File: config.mk
export PLATFORM = sky130hd
export DESIGN_NAME = osd_dem_uart_tx_sched_flat
export DESIGN_NICKNAME = d
export VERILOG_FILES = /design/src/rtl/osd_dem_uart_tx_sched_if.sv /design/src/rtl/osd_dem_uart_tx_sched.sv /design/src/flat_wrapper.sv
export SDC_FILE = /design/constraint.sdc
export NUM_CORES = 1
export LEC_CHECK = 0
export BUFFER_PORTS_ARGS = -buffer_cell sky130_fd_sc_hd__buf_2
export CELL_PAD_IN_SITES_DETAIL_PLACEMENT = 1
export CELL_PAD_IN_SITES_GLOBAL_PLACEMENT = 1
export CORE_MARGIN = 4
export CORE_UTILIZATION = 36
export CTS_CLUSTER_SIZE = 20
export DETAILED_ROUTE_END_ITERATION = 6
export PLACE_DENSITY = 0.91
export SLEW_MARGIN = 30
export SYNTH_ARGS = -nofsm -noshare
export SYNTH_HDL_FRONTEND = slang
export SYNTH_SLANG_ARGS = --single-unit
export TNS_END_PERCENT = 5
File: constraint.sdc
create_clock -name clk -period 5.29 [get_ports clk]
set_input_delay 0.529 -clock clk [delete_from_list [all_inputs] [get_ports clk]]
set_output_delay 0.529 -clock clk [all_outputs]
set_load 0.01 [all_outputs]
File: src/rtl/osd_dem_uart_tx_sched_if.sv
// DII flit port of the UART TX scheduler: valid/last/data from the source, ready from the sink.
interface osd_dem_uart_tx_sched_if;
  logic        valid;
  logic        last;
  logic [15:0] data;
  logic        ready;

  modport master (
    output valid,
    output last,
    output data,
    input  ready
  );

  modport slave (
    input  valid,
    input  last,
    input  data,
    output ready
  );
endinterface

File: src/rtl/osd_dem_uart_tx_sched.sv
// UART TX char scheduler: round-robin grant over NCH char channels, each grant producing one
// DII event packet (DEST, SRC header, up to MAX_CHARS payload flits) closed on size or timeout.
// Optional macro OSD_DEM_UART_TX_SCHED_STATS_EN builds the packet/char statistics counters.
module osd_dem_uart_tx_sched #(
  parameter int unsigned NCH       = 2,
  parameter int unsigned MAX_CHARS = 8,
  parameter int unsigned TIMEOUT   = 64,
  parameter logic [15:0] DEST      = 16'h0
) (
  input  logic                      clk,
  input  logic                      rst,
  input  logic [9:0]                id,
  input  logic                      stall,
  input  logic [8*NCH-1:0]          in_char,
  input  logic [NCH-1:0]            in_valid,
  output logic [NCH-1:0]            in_ready,
  osd_dem_uart_tx_sched_if.master   debug_out,
  output logic                      busy,
  output logic [15:0]               stat_pkts,
  output logic [15:0]               stat_chars
);

  localparam int unsigned GW = (NCH > 1) ? $clog2(NCH) : 1;
  localparam int unsigned CW = $clog2(MAX_CHARS + 1);
  localparam int unsigned TW = $clog2(TIMEOUT + 1);

  typedef enum logic [1:0] {StIdle, StHdrDest, StHdrSrc, StPayload} state_e;

  state_e         state_q, state_d;
  logic [GW-1:0]  rr_q, rr_d;
  logic [GW-1:0]  gnt_q, gnt_d;
  logic [7:0]     hold_q, hold_d;
  logic           hold_v_q, hold_v_d;
  logic [CW-1:0]  cnt_q, cnt_d;
  logic [TW-1:0]  tmr_q, tmr_d;

  logic [7:0]     chars [NCH];
  logic [GW-1:0]  sel;
  logic           any_valid;
  logic           close;
  logic           out_valid;
  logic           out_last;
  logic [15:0]    out_data;

  // Unpack the flat char bus into per-channel bytes.
  always_comb begin
    for (int k = 0; k < NCH; k++) begin
      chars[k] = in_char[8*k +: 8];
    end
  end

  // Round-robin pick: first valid channel strictly after rr_q, wrapping.
  always_comb begin
    logic [GW-1:0] idx;
    sel       = '0;
    any_valid = 1'b0;
    idx       = '0;
    for (int unsigned i = 1; i <= NCH; i++) begin
      idx = GW'((32'(rr_q) + i) % NCH);
      if (!any_valid && in_valid[idx]) begin
        any_valid = 1'b1;
        sel       = idx;
      end
    end
  end

  // State and datapath registers.
  always_ff @(posedge clk or posedge rst) begin
    if (rst) begin
      state_q  <= StIdle;
      rr_q     <= GW'(NCH - 1);
      gnt_q    <= '0;
      hold_q   <= '0;
      hold_v_q <= 1'b0;
      cnt_q    <= '0;
      tmr_q    <= '0;
    end else begin
      state_q  <= state_d;
      rr_q     <= rr_d;
      gnt_q    <= gnt_d;
      hold_q   <= hold_d;
      hold_v_q <= hold_v_d;
      cnt_q    <= cnt_d;
      tmr_q    <= tmr_d;
    end
  end

  // Next-state, grant and flit generation.
  always_comb begin
    state_d   = state_q;
    rr_d      = rr_q;
    gnt_d     = gnt_q;
    hold_d    = hold_q;
    hold_v_d  = hold_v_q;
    cnt_d     = cnt_q;
    tmr_d     = tmr_q;
    in_ready  = '0;
    out_valid = 1'b0;
    out_last  = 1'b0;
    out_data  = 16'h0;
    close     = (cnt_q == CW'(MAX_CHARS)) || (tmr_q == TW'(TIMEOUT));

    unique case (state_q)
      StIdle: begin
        // rst gating keeps in_ready low while reset is held.
        if (!rst && !stall && any_valid) begin
          in_ready[sel] = 1'b1;
          hold_d        = chars[sel];
          hold_v_d      = 1'b1;
          cnt_d         = CW'(1);
          tmr_d         = '0;
          rr_d          = sel;
          gnt_d         = sel;
          state_d       = StHdrDest;
        end
      end
      StHdrDest: begin
        out_valid = 1'b1;
        out_data  = DEST;
        if (debug_out.ready) state_d = StHdrSrc;
      end
      StHdrSrc: begin
        out_valid = 1'b1;
        out_data  = {2'b01, 4'h1, id};
        if (debug_out.ready) state_d = StPayload;
      end
      StPayload: begin
        out_data = {8'(gnt_q), hold_q};
        if (close) begin
          out_valid = hold_v_q;
          out_last  = 1'b1;
          if (debug_out.ready) begin
            hold_v_d = 1'b0;
            state_d  = StIdle;
          end
        end else if (in_valid[gnt_q]) begin
          // A non-final flit is offered only once the next char is waiting: that char
          // is what proves the held one is not last, and both move on the same edge.
          out_valid       = hold_v_q;
          in_ready[gnt_q] = debug_out.ready;
          if (debug_out.ready) begin
            hold_d = chars[gnt_q];
            cnt_d  = cnt_q + CW'(1);
            tmr_d  = '0;
          end
        end else begin
          // close is low here, so tmr_q < TIMEOUT and this saturates at TIMEOUT.
          tmr_d = tmr_q + TW'(1);
        end
      end
      default: state_d = StIdle;
    endcase
  end

  assign debug_out.valid = out_valid;
  assign debug_out.last  = out_last;
  assign debug_out.data  = out_data;
  assign busy            = (state_q != StIdle);

`ifdef OSD_DEM_UART_TX_SCHED_STATS_EN
  logic [15:0] pkts_q;
  logic [15:0] chars_q;

  // Wrapping counters of last-flit and payload-flit transfers.
  always_ff @(posedge clk or posedge rst) begin
    if (rst) begin
      pkts_q  <= 16'h0;
      chars_q <= 16'h0;
    end else begin
      if (out_valid && debug_out.ready && out_last) pkts_q <= pkts_q + 16'd1;
      if (out_valid && debug_out.ready && (state_q == StPayload)) chars_q <= chars_q + 16'd1;
    end
  end

  assign stat_pkts  = pkts_q;
  assign stat_chars = chars_q;
`else
  assign stat_pkts  = 16'h0;
  assign stat_chars = 16'h0;
`endif

endmodule
File: src/flat_wrapper.sv
// flat-port wrapper written by rule: the top's interface ports become plain ports
module osd_dem_uart_tx_sched_flat 
#(
  parameter int unsigned NCH       = 2,
  parameter int unsigned MAX_CHARS = 8,
  parameter int unsigned TIMEOUT   = 64,
  parameter logic [15:0] DEST      = 16'h0
)
  (clk, rst, id, stall, in_char, in_valid, in_ready, busy, stat_pkts, stat_chars, debug_out_valid, debug_out_last, debug_out_data, debug_out_ready);
  osd_dem_uart_tx_sched_if debug_out_i ();
  input  logic clk;
  input  logic rst;
  input  logic [9:0] id;
  input  logic stall;
  input  logic [8*NCH-1:0] in_char;
  input  logic [NCH-1:0] in_valid;
  output logic [NCH-1:0] in_ready;
  output logic busy;
  output logic [15:0] stat_pkts;
  output logic [15:0] stat_chars;
  output wire logic [$bits(debug_out_i.valid)-1:0] debug_out_valid;
  output wire logic [$bits(debug_out_i.last)-1:0] debug_out_last;
  output wire logic [$bits(debug_out_i.data)-1:0] debug_out_data;
  input wire logic [$bits(debug_out_i.ready)-1:0] debug_out_ready;
  assign debug_out_valid = debug_out_i.valid;
  assign debug_out_last = debug_out_i.last;
  assign debug_out_data = debug_out_i.data;
  assign debug_out_i.ready = debug_out_ready;
  osd_dem_uart_tx_sched #(.NCH(NCH), .MAX_CHARS(MAX_CHARS), .TIMEOUT(TIMEOUT), .DEST(DEST)) u_core (.clk(clk), .rst(rst), .id(id), .stall(stall), .in_char(in_char), .in_valid(in_valid), .in_ready(in_ready), .debug_out(debug_out_i), .busy(busy), .stat_pkts(stat_pkts), .stat_chars(stat_chars));
endmodule
Yosys cells after proc, flatten, opt, wreduce, memory -nomap -nowiden
Index checks and enable logic that the tools add are counted.
{ "word_totals": {"register_bits": 24, "out_inout_bits": 53, "word_cells": 108} }
{ "classes": {"addsub": 4, "order_cmp": 8, "n_eq_ne": 13, "n_mux": 55, "bitwise": 3, "n_reduce_logical": 18} }
{ "op_table": {"columns": ["operator", "count"], "rows": [
  ["2-to-1 mux 8 bit", 10],
  ["case mux 15 bit (2 select lines)", 1],
  ["2-to-1 mux 7 bit", 4],
  ["2-to-1 mux 1 bit", 19],
  ["2-to-1 mux 2 bit", 8],
  ["2-to-1 mux 4 bit", 4],
  ["case mux 8 bit (2 select lines)", 1],
  ["case mux 7 bit (2 select lines)", 1],
  ["AND reduction 5 bit", 2],
  ["less-than comparator 1 x 2 -> 1 bit, second input constant", 4],
  ["inequality test 2 bit, second input constant", 4],
  ["case mux 2 bit (4 select lines)", 1],
  ["case mux 4 bit (2 select lines)", 1],
  ["AND reduction 4 bit", 2],
  ["adder 7 x 1 -> 7 bit, second input constant", 1],
  ["equality test 7 bit, second input constant", 1],
  ["inequality test 2 x 1 -> 1 bit, second input constant", 3],
  ["logical AND 1 bit", 5],
  ["adder 4 x 1 -> 4 bit, second input constant", 1],
  ["equality test 2 bit, second input constant", 2],
  ["equality test 4 bit, second input constant", 1],
  ["greater-or-equal comparator 2 bit, second input constant", 2],
  ["NOT 1 -> 2 bit", 2],
  ["case mux 1 bit (2 select lines)", 2],
  ["13 further kinds", 19]
]} }

Logic depth before layout (Yosys ltp)
Gate-level depths: netlist (run 1).
{ "logic_depth": {"word_depth": 13, "mapped_depth": 9} }

Worst setup path after synthesis (run 1)
No wires, ideal clock.
{ "synth_timing": {"path_kind": "register to output", "from": "register u_core.tmr_q[0]", "to": "output debug_out_valid", "arrival_ps": 1624, "slack_ps": 3137, "stages_incl_launch_ff": 8, "path_buffers": 0, "cell_sequence": "dfrtp_1 > inv_1 > ha_1 > or4b_1 > o21ai_2 > nand2b_1 > a31oi_1 > nor2_1"} }
{ "synth_via": {"elab_chain_cells": 4} }
{ "synth_rtl": {"columns": ["element", "line_no", "source"], "rows": [
  ["from (decl)", "osd_dem_uart_tx_sched.sv:35", "logic [TW-1:0] tmr_q, tmr_d;"],
  ["from (signal assigned)", "osd_dem_uart_tx_sched.sv:84", "tmr_q <= tmr_d;"],
  ["equality test 7 bit", "osd_dem_uart_tx_sched.sv:101", "close = (cnt_q == CW'(MAX_CHARS)) || (tmr_q == TW'(TIMEOUT));"],
  ["logical OR 1 bit", "osd_dem_uart_tx_sched.sv:101", null],
  ["2-to-1 mux 1 bit", "osd_dem_uart_tx_sched.sv:129", "if (close) begin"],
  ["case mux 1 bit (2 select lines)", "osd_dem_uart_tx_sched.sv:103", "unique case (state_q)"],
  ["to (decl)", "flat_wrapper.sv:21", "output wire logic [$bits(debug_out_i.valid)-1:0] debug_out_valid;"]
]} }
Every way passes these cells.

Final worst setup path (run 1)
Same ends and word-level chain as after synthesis.

==> results of run 1 <==
[metal layers]
| layer | vias to the layer above | wire length, um | track usage, % |
|---|---|---|---|
| li1 | 742 | - | - |
| met2 | 63 | 2339 | 25.83 |
| met4 | 0 | 68 | 4.730 |
| met3 | 7 | 290 | 2.018 |
| met1 | 748 | 1900 | 17.31 |
| met5 | - | 0 | 0 |
[flip-flops by register name (all words and copies together), names as in the netlist]
name	count
u_core.hold_v_q	1
u_core.gnt_q	1
u_core.cnt_q	4
u_core.rr_q	1
u_core.hold_q	8
u_core.state_q	2
u_core.tmr_q	7
[layout make-up]
class	count	share of cell area [%]
Clock buffer	4	2.651
Sequential cell	24	28.98
Inverter	11	1.988
Tap cell	67	4.036
Multi-Input combinational cell	163	50.06
Timing Repair Buffer	49	12.29
[kinds of logic (layout without fill, tap and decap cells)]
group	after synthesis	count (layout)
buffers and inverters	57	64
other	1	36
DFF	24	24
adders and majority gates	10	10
and+or+nand+nor	52	52
AOI/OAI and AO/OA	52	52
muxes	13	13
[power groups by stage]
stage / clock network [mW] / registers (mW) / logic, mW
2_1_floorplan: 0 / 0.286 / 0.527
3_3_place_gp: 0 / 0.304 / 0.618
3_5_place_dp: 0 / 0.309 / 0.652
4_1_cts: 0.132 / 0.306 / 0.652
5_1_grt: 0.138 / 0.315 / 0.747
6_report: 0.129 / 0.306 / 0.663
[cells in the mapped netlist (2+ instances only)]
| cell type | count | share of area (%) |
|---|---|---|
| nand2b_1 | 2 | 0.67 |
| buf_2 | 3 | 0.80 |
| a21oi_1 | 18 | 4.8 |
| clkbuf_1 | 5 | 1.0 |
| nand3b_1 | 2 | 0.80 |
| a21oi_2 | 2 | 0.93 |
| and2_1 | 2 | 0.67 |
| nor3_1 | 3 | 0.80 |
| mux2i_1 | 9 | 4.8 |
| inv_1 | 11 | 2.2 |
| buf_4 | 37 | 15 |
| and3_1 | 2 | 0.67 |
| nor2_1 | 19 | 3.8 |
| ha_1 | 10 | 6.7 |
| o31ai_1 | 5 | 2.0 |
| a22o_1 | 9 | 4.2 |
| dfrtp_1 | 23 | 31 |
| or4_1 | 5 | 2.0 |
| nand2_1 | 3 | 0.60 |
| a31oi_1 | 2 | 0.67 |
| o21ai_0 | 7 | 1.9 |
| nand3_1 | 7 | 1.9 |
| mux2_1 | 2 | 1.2 |
| o21a_1 | 2 | 0.80 |
[path summary, 6_finish.rpt]
path / from / end / slack [ps] / cells past startpoint
min in group clk: u_core.hold_v_q$_DFFE_PP0P_ / u_core.hold_v_q$_DFFE_PP0P_ / 510 / 2
hold / removal: rst / u_core.state_q[0]$_DFFE_PP0P_ / 290 / 2
hold reg to reg: u_core.hold_v_q$_DFFE_PP0P_ / u_core.hold_v_q$_DFFE_PP0P_ / 510 / 2
setup / recovery: u_core.tmr_q[0]$_DFFE_PP0P_ / debug_out_valid / 2560 / 8
max in group asynchronous: rst / u_core.rr_q$_DFFE_PP1P_ / 4630 / 2
setup reg to reg: u_core.state_q[1]$_DFFE_PP0P_ / u_core.hold_q[6]$_DFFE_PP0P_ / 2870 / 5
[worst reg2reg max path: cells and delay by family, from the launching register on]
family	cells	cell delay, ps
AOI/OAI and AO/OA	3	810
adders and majority gates	1	790
DFF	1	420
muxes	1	280
[cells in the final DEF (no fill, tap or decap), types with 7 or more instances in the layout]
master,instances
buf_2,48
conb_1,36
dfrtp_1,23
nor2_1,19
a21oi_1,18
inv_1,10
ha_1,10
mux2i_1,9
a22o_1,9
nand3_1,7
o21ai_0,7
==> impl_metrics.yaml, run 1 <==
layout:
  final_cells: 318
  fillCellCount: 617
  multi_input_area_sq_mm: 0.001040
  diodes: 0
  drive_gt1_share_pct: 25.50
  regArea_sq_um: 601.8
  final_core_util_pct: 42.56
  final_nets: 294
  postLayoutCellArea_sq_mm: 0.002077
  syn_to_final_growth_pct: 10.81
synthesis:
  yosys_warnings: 0
  synth-seq-cells: 24
  postSynthAreaPerCell_sq_um: 8.968
  synth-simple-area-share_pct: 14.55
  synth_xor_area_share_pct: 0
  seq_area_frac_synth_pct: 32.11
  async_flop_share_pct: 100.0
  synth_compound_area_share_pct: 19.23
  muxShareOfSynthArea_pct: 7.810
  synthFlopType: "dfrtp_1"
  synth_top_family_by_area: "buffers and inverters"
  synthCells: 209
  ys_types: 43
  synth-adder-area-share_pct: 6.676
  synth_enable_flop_cells: 0
  mappedNetlistArea_sq_mm: 0.001874
power_and_ir_drop:
  ir_worst_vdd_mv: 0.1926
  p_sw_mw: 0.5186
  p_per_area_mw_per_mm2: 528.4
  total_power_mw: 1.097
  internal_power_mw: 0.5789
  switching_share_pct: 47.25
  pwr-share-seq_pct: 27.9
  cellLeakagePower_nw: 1.037
  clkPwrFrac_pct: 11.7
  p_comb_share_pct: 60.4
die:
  core-area_sq_mm: 0.004880
  die_area_sq_mm: 0.006425
  ioPinCount: 85
  fp.dieW_um: 80.16
  die-height_um: 80.16
  rows: 25
  initial_core_util_pct: 38.41
global_routing:
  grt_max_degree: 28
  antenna_found_initial: 0
  grt_remaining_overflow: 0
  grt_pass1_vias: 1634
  track_usage_pct: 14.32
  grt_pass1_wl_um: 7362
clock_tree:
  clockBufferDepth: 2
  clockRootBuffer: "clkbuf_8"
  clkSinkCount: 24
  cts_setup_buffers: 0
  clkTransAtPathRegs_ps: 90
  numCtsBuffers: 3
  cts-hold-fix-buffers: 0
  clk_latency_ps: 270
  htreeDepth: 1
  cts_resized: 0
  cts_tree: "built"
timing:
  period_needed_ps: 2727
  setup_ws_ps: 2563
  hold_ws_ps: 294.3
  min_period_over_period_pct: 51.56
  setup-tns-final_ps: 0
  skew_ps: 2.853
  fmax_mhz: 366.6
  worst_slew_margin_rel_pct: 38.44
  final_max_slew_viol_count: 0
  setup_viol: 0
  rsz0062_at_grt: "false"
  finalHoldViolations: 0
  tightest_slew_ps: 923.4
placement:
  post_dp_cell_area_sq_mm: 0.002007
  placed_cells: 313
  dpl.hpwl_um: 3464
  gp_congestion: 0.7801
  place_ws_ps: 2682
  portBuffers: 48
worst_hold_path:
  worstHoldPathType: "in2async"
critical_path:
  cp-end-kind: "primary output"
  cp.required_ps: 4760
  criticalPathCategory: "reg2out"
  cp.arrival_ps: 2200
  crit_path_start_kind: "flop"
  crit_fanout: 5
  crit_path_max_incr_delay_ps: 490
  crit_chain: "inv_1 > ha_1 > or4b_1 > o21ai_2 > nand2b_1 > a31oi_1 > nor2_1 > buf_2"
  worstPathBufferInverterCount: 2
  path_delay_family: "simple AND/OR/NAND/NOR gates"
  critPathSlowestCell: "or4b_1"
route:
  vias_per_cell: 4.906
  drt_iter0_drc: 63
  drt-total-wl_um: 4599
  drt-pass1-iter-count: 4
  drtAntennaViolNets: 0
  vias: 1560
  drc: 0
  wl_per_cell_um: 14.46
flow_run:
  drv_cap: 0
status:
  status: "complete, no violations"
No activity file was read; power rests on OpenSTA's default activity.
==> run 2, diff against run 1 <==
CORE_UTILIZATION = 34   (was 36)
PLACE_DENSITY = 0.87   (was 0.91)
clock period = 2.53 ns   (was 5.29 ns; I/O delays follow)
==> impl_metrics.yaml, run 2 (synthesis gave the netlist of run 1 again) <==
critical_path:
  cp-end-kind: "primary output"
  crit_path_max_incr_delay_ps: 480
  critPathSlowestCell: "or4b_4"
  crit_chain: "inv_1 > ha_1 > or4b_4 > o21ai_2 > nor2_1 > a31oi_1 > nor3_1 > buf_2"
  crit_fanout: 5
  criticalPathCategory: "reg2out"
  cp.required_ps: 2280
  cp.arrival_ps: 2130
  reg2reg_slack_ps: 190
  crit_path_start_kind: "flop"
route:
  vias: 1537
  drt-total-wl_um: 4611
  drtAntennaViolNets: 0
  wl_per_cell_um: 14.23
  drc: 0
  vias_per_cell: 4.744
  drt-pass1-iter-count: 4
  drt_iter0_drc: 32
placement:
  post_dp_cell_area_sq_mm: 0.002041
  dpl.hpwl_um: 3648
  gp_congestion: 0.8068
  placed_cells: 320
  portBuffers: 48
die:
  die_area_sq_mm: 0.006764
  initial_core_util_pct: 35.79
  ioPinCount: 85
  die-height_um: 82.25
  fp.dieW_um: 82.25
  rows: 26
  core-area_sq_mm: 0.005238
clock_tree:
  clkSinkCount: 24
  clockRootBuffer: "clkbuf_8"
  htreeDepth: 1
  clkTransAtPathRegs_ps: 90
  cts_setup_buffers: 0
  clockBufferDepth: 2
  clk_latency_ps: 270
  numCtsBuffers: 3
  cts_tree: "built"
timing:
  tightest_slew_ps: 772.4
  rsz0062_at_grt: "false"
  fmax_mhz: 420.3
  finalHoldViolations: 0
  skew_ps: 7.341
  final_max_slew_viol_count: 0
  period_needed_ps: 2379
  min_period_over_period_pct: 94.04
  setup_viol: 0
  worst_slew_margin_rel_pct: 48.51
  setup-tns-final_ps: 0
layout:
  postLayoutCellArea_sq_mm: 0.002100
  diodes: 0
  largest_register_ffs: 8
  largest_register: "u_core.hold_q"
  syn_to_final_growth_pct: 12.02
  reg.largest.list: "u_core.hold_q x8, u_core.tmr_q x7, u_core.cnt_q x4"
  regArea_sq_um: 601.8
  fillCellCount: 669
  multi_input_area_sq_mm: 0.001044
  final_cells: 324
  layout_common_cells: "buf_2 (48), conb_1 (36), dfrtp_1 (23)"
  layout_commonest_cell: "buf_2"
  drive_gt1_share_pct: 26.77
  final_nets: 297
power_and_ir_drop:
  clkPwrFrac_pct: 11.6
  p_comb_share_pct: 60.9
  ir_worst_vdd_mv: 0.4994
  pwr-share-seq_pct: 27.5
  p_per_area_mw_per_mm2: 1103
  internal_power_mw: 1.225
  switching_share_pct: 47.14
  cellLeakagePower_nw: 1.048
  p_sw_mw: 1.092
global_routing:
  track_usage_pct: 14.32
  antenna_found_initial: 0
  grt_max_degree: 25
  grt_remaining_overflow: 0
  grt_pass1_wl_um: 7514
  grt_pass1_vias: 1631
worst_hold_path:
  worstHoldPathType: "in2async"
flow_run:
  drv_cap: 0
status:
  status: "complete, no violations"
==> run 2: metrics by stage <==
step | setup WS (ps) | utilization, % | hold slack, ps | power, mW
after floorplan | 530.0 | - | 266.9 | 1.700
after global placement | 336.2 | 38.96 | 488.4 | 1.991
after detailed placement | 183.4 | 38.96 | 506.8 | 2.069
after CTS | 117.4 | 40.01 | 230.9 | 2.342
after global routing | 16.21 | 40.09 | 76.56 | 2.559
final | 150.7 | 40.09 | 12.53 | 2.317
==> run 2: repair_timing <==
action,4_1_cts,5_1_grt
hold buffers,0,0
endpoints found under the setup margin,0,1
gates resized for setup,0,1
==> run 2: final cells by class <==
type,count,area share (%)
multi-input cells,163,49.70
repair buffers,52,12.87
inverters,11,1.967
clock buffers,4,2.622
well taps,70,4.172
flip-flops and latches,24,28.67
==> run 2: path summary, 6_finish.rpt <==
path                                                    start                             to  cells after the start
worst min-delay path                                      rst  u_core.state_q[0]$_DFFE_PP0P_                      2
worst max register to register  u_core.state_q[0]$_DFFE_PP0P_    u_core.tmr_q[6]$_DFFE_PP0P_                      5
worst max-delay path              u_core.tmr_q[0]$_DFFE_PP0P_                    in_ready[1]                      8
worst min register to register    u_core.hold_v_q$_DFFE_PP0P_    u_core.hold_v_q$_DFFE_PP0P_                      2
min in group clk                                   in_char[9]   u_core.hold_q[1]$_DFFE_PP0P_                      3
max in group asynchronous                                 rst        u_core.rr_q$_DFFE_PP1P_                      2
==> run 2: power by group through the flow <==
stage	clock network, mW	logic (mW)	registers, mW
floorplan	0	1.10	0.599
global placement	0	1.35	0.637
detailed placement	0	1.42	0.645
CTS	0.273	1.43	0.640
global route	0.297	1.60	0.659
finish	0.268	1.41	0.638
==> run 2: critical path: cells and delay by family, from the launching register on <==
kind | cells | cell delay, ps
and+or+nand+nor | 3 | 650
DFF | 1 | 430
AOI/OAI and AO/OA | 2 | 410
buffers and inverters | 2 | 240
adders and majority gates | 1 | 140
==> run 2: metal layers <==
layer | global-route usage [%] | vias up | share of wire (%)
li1 | - | 748 | -
met1 | 16.97 | 719 | 41
met2 | 25.48 | 65 | 49
met3 | 2.820 | 5 | 8.3
met4 | 5.150 | 0 | 1.3
met5 | 0 | - | 0
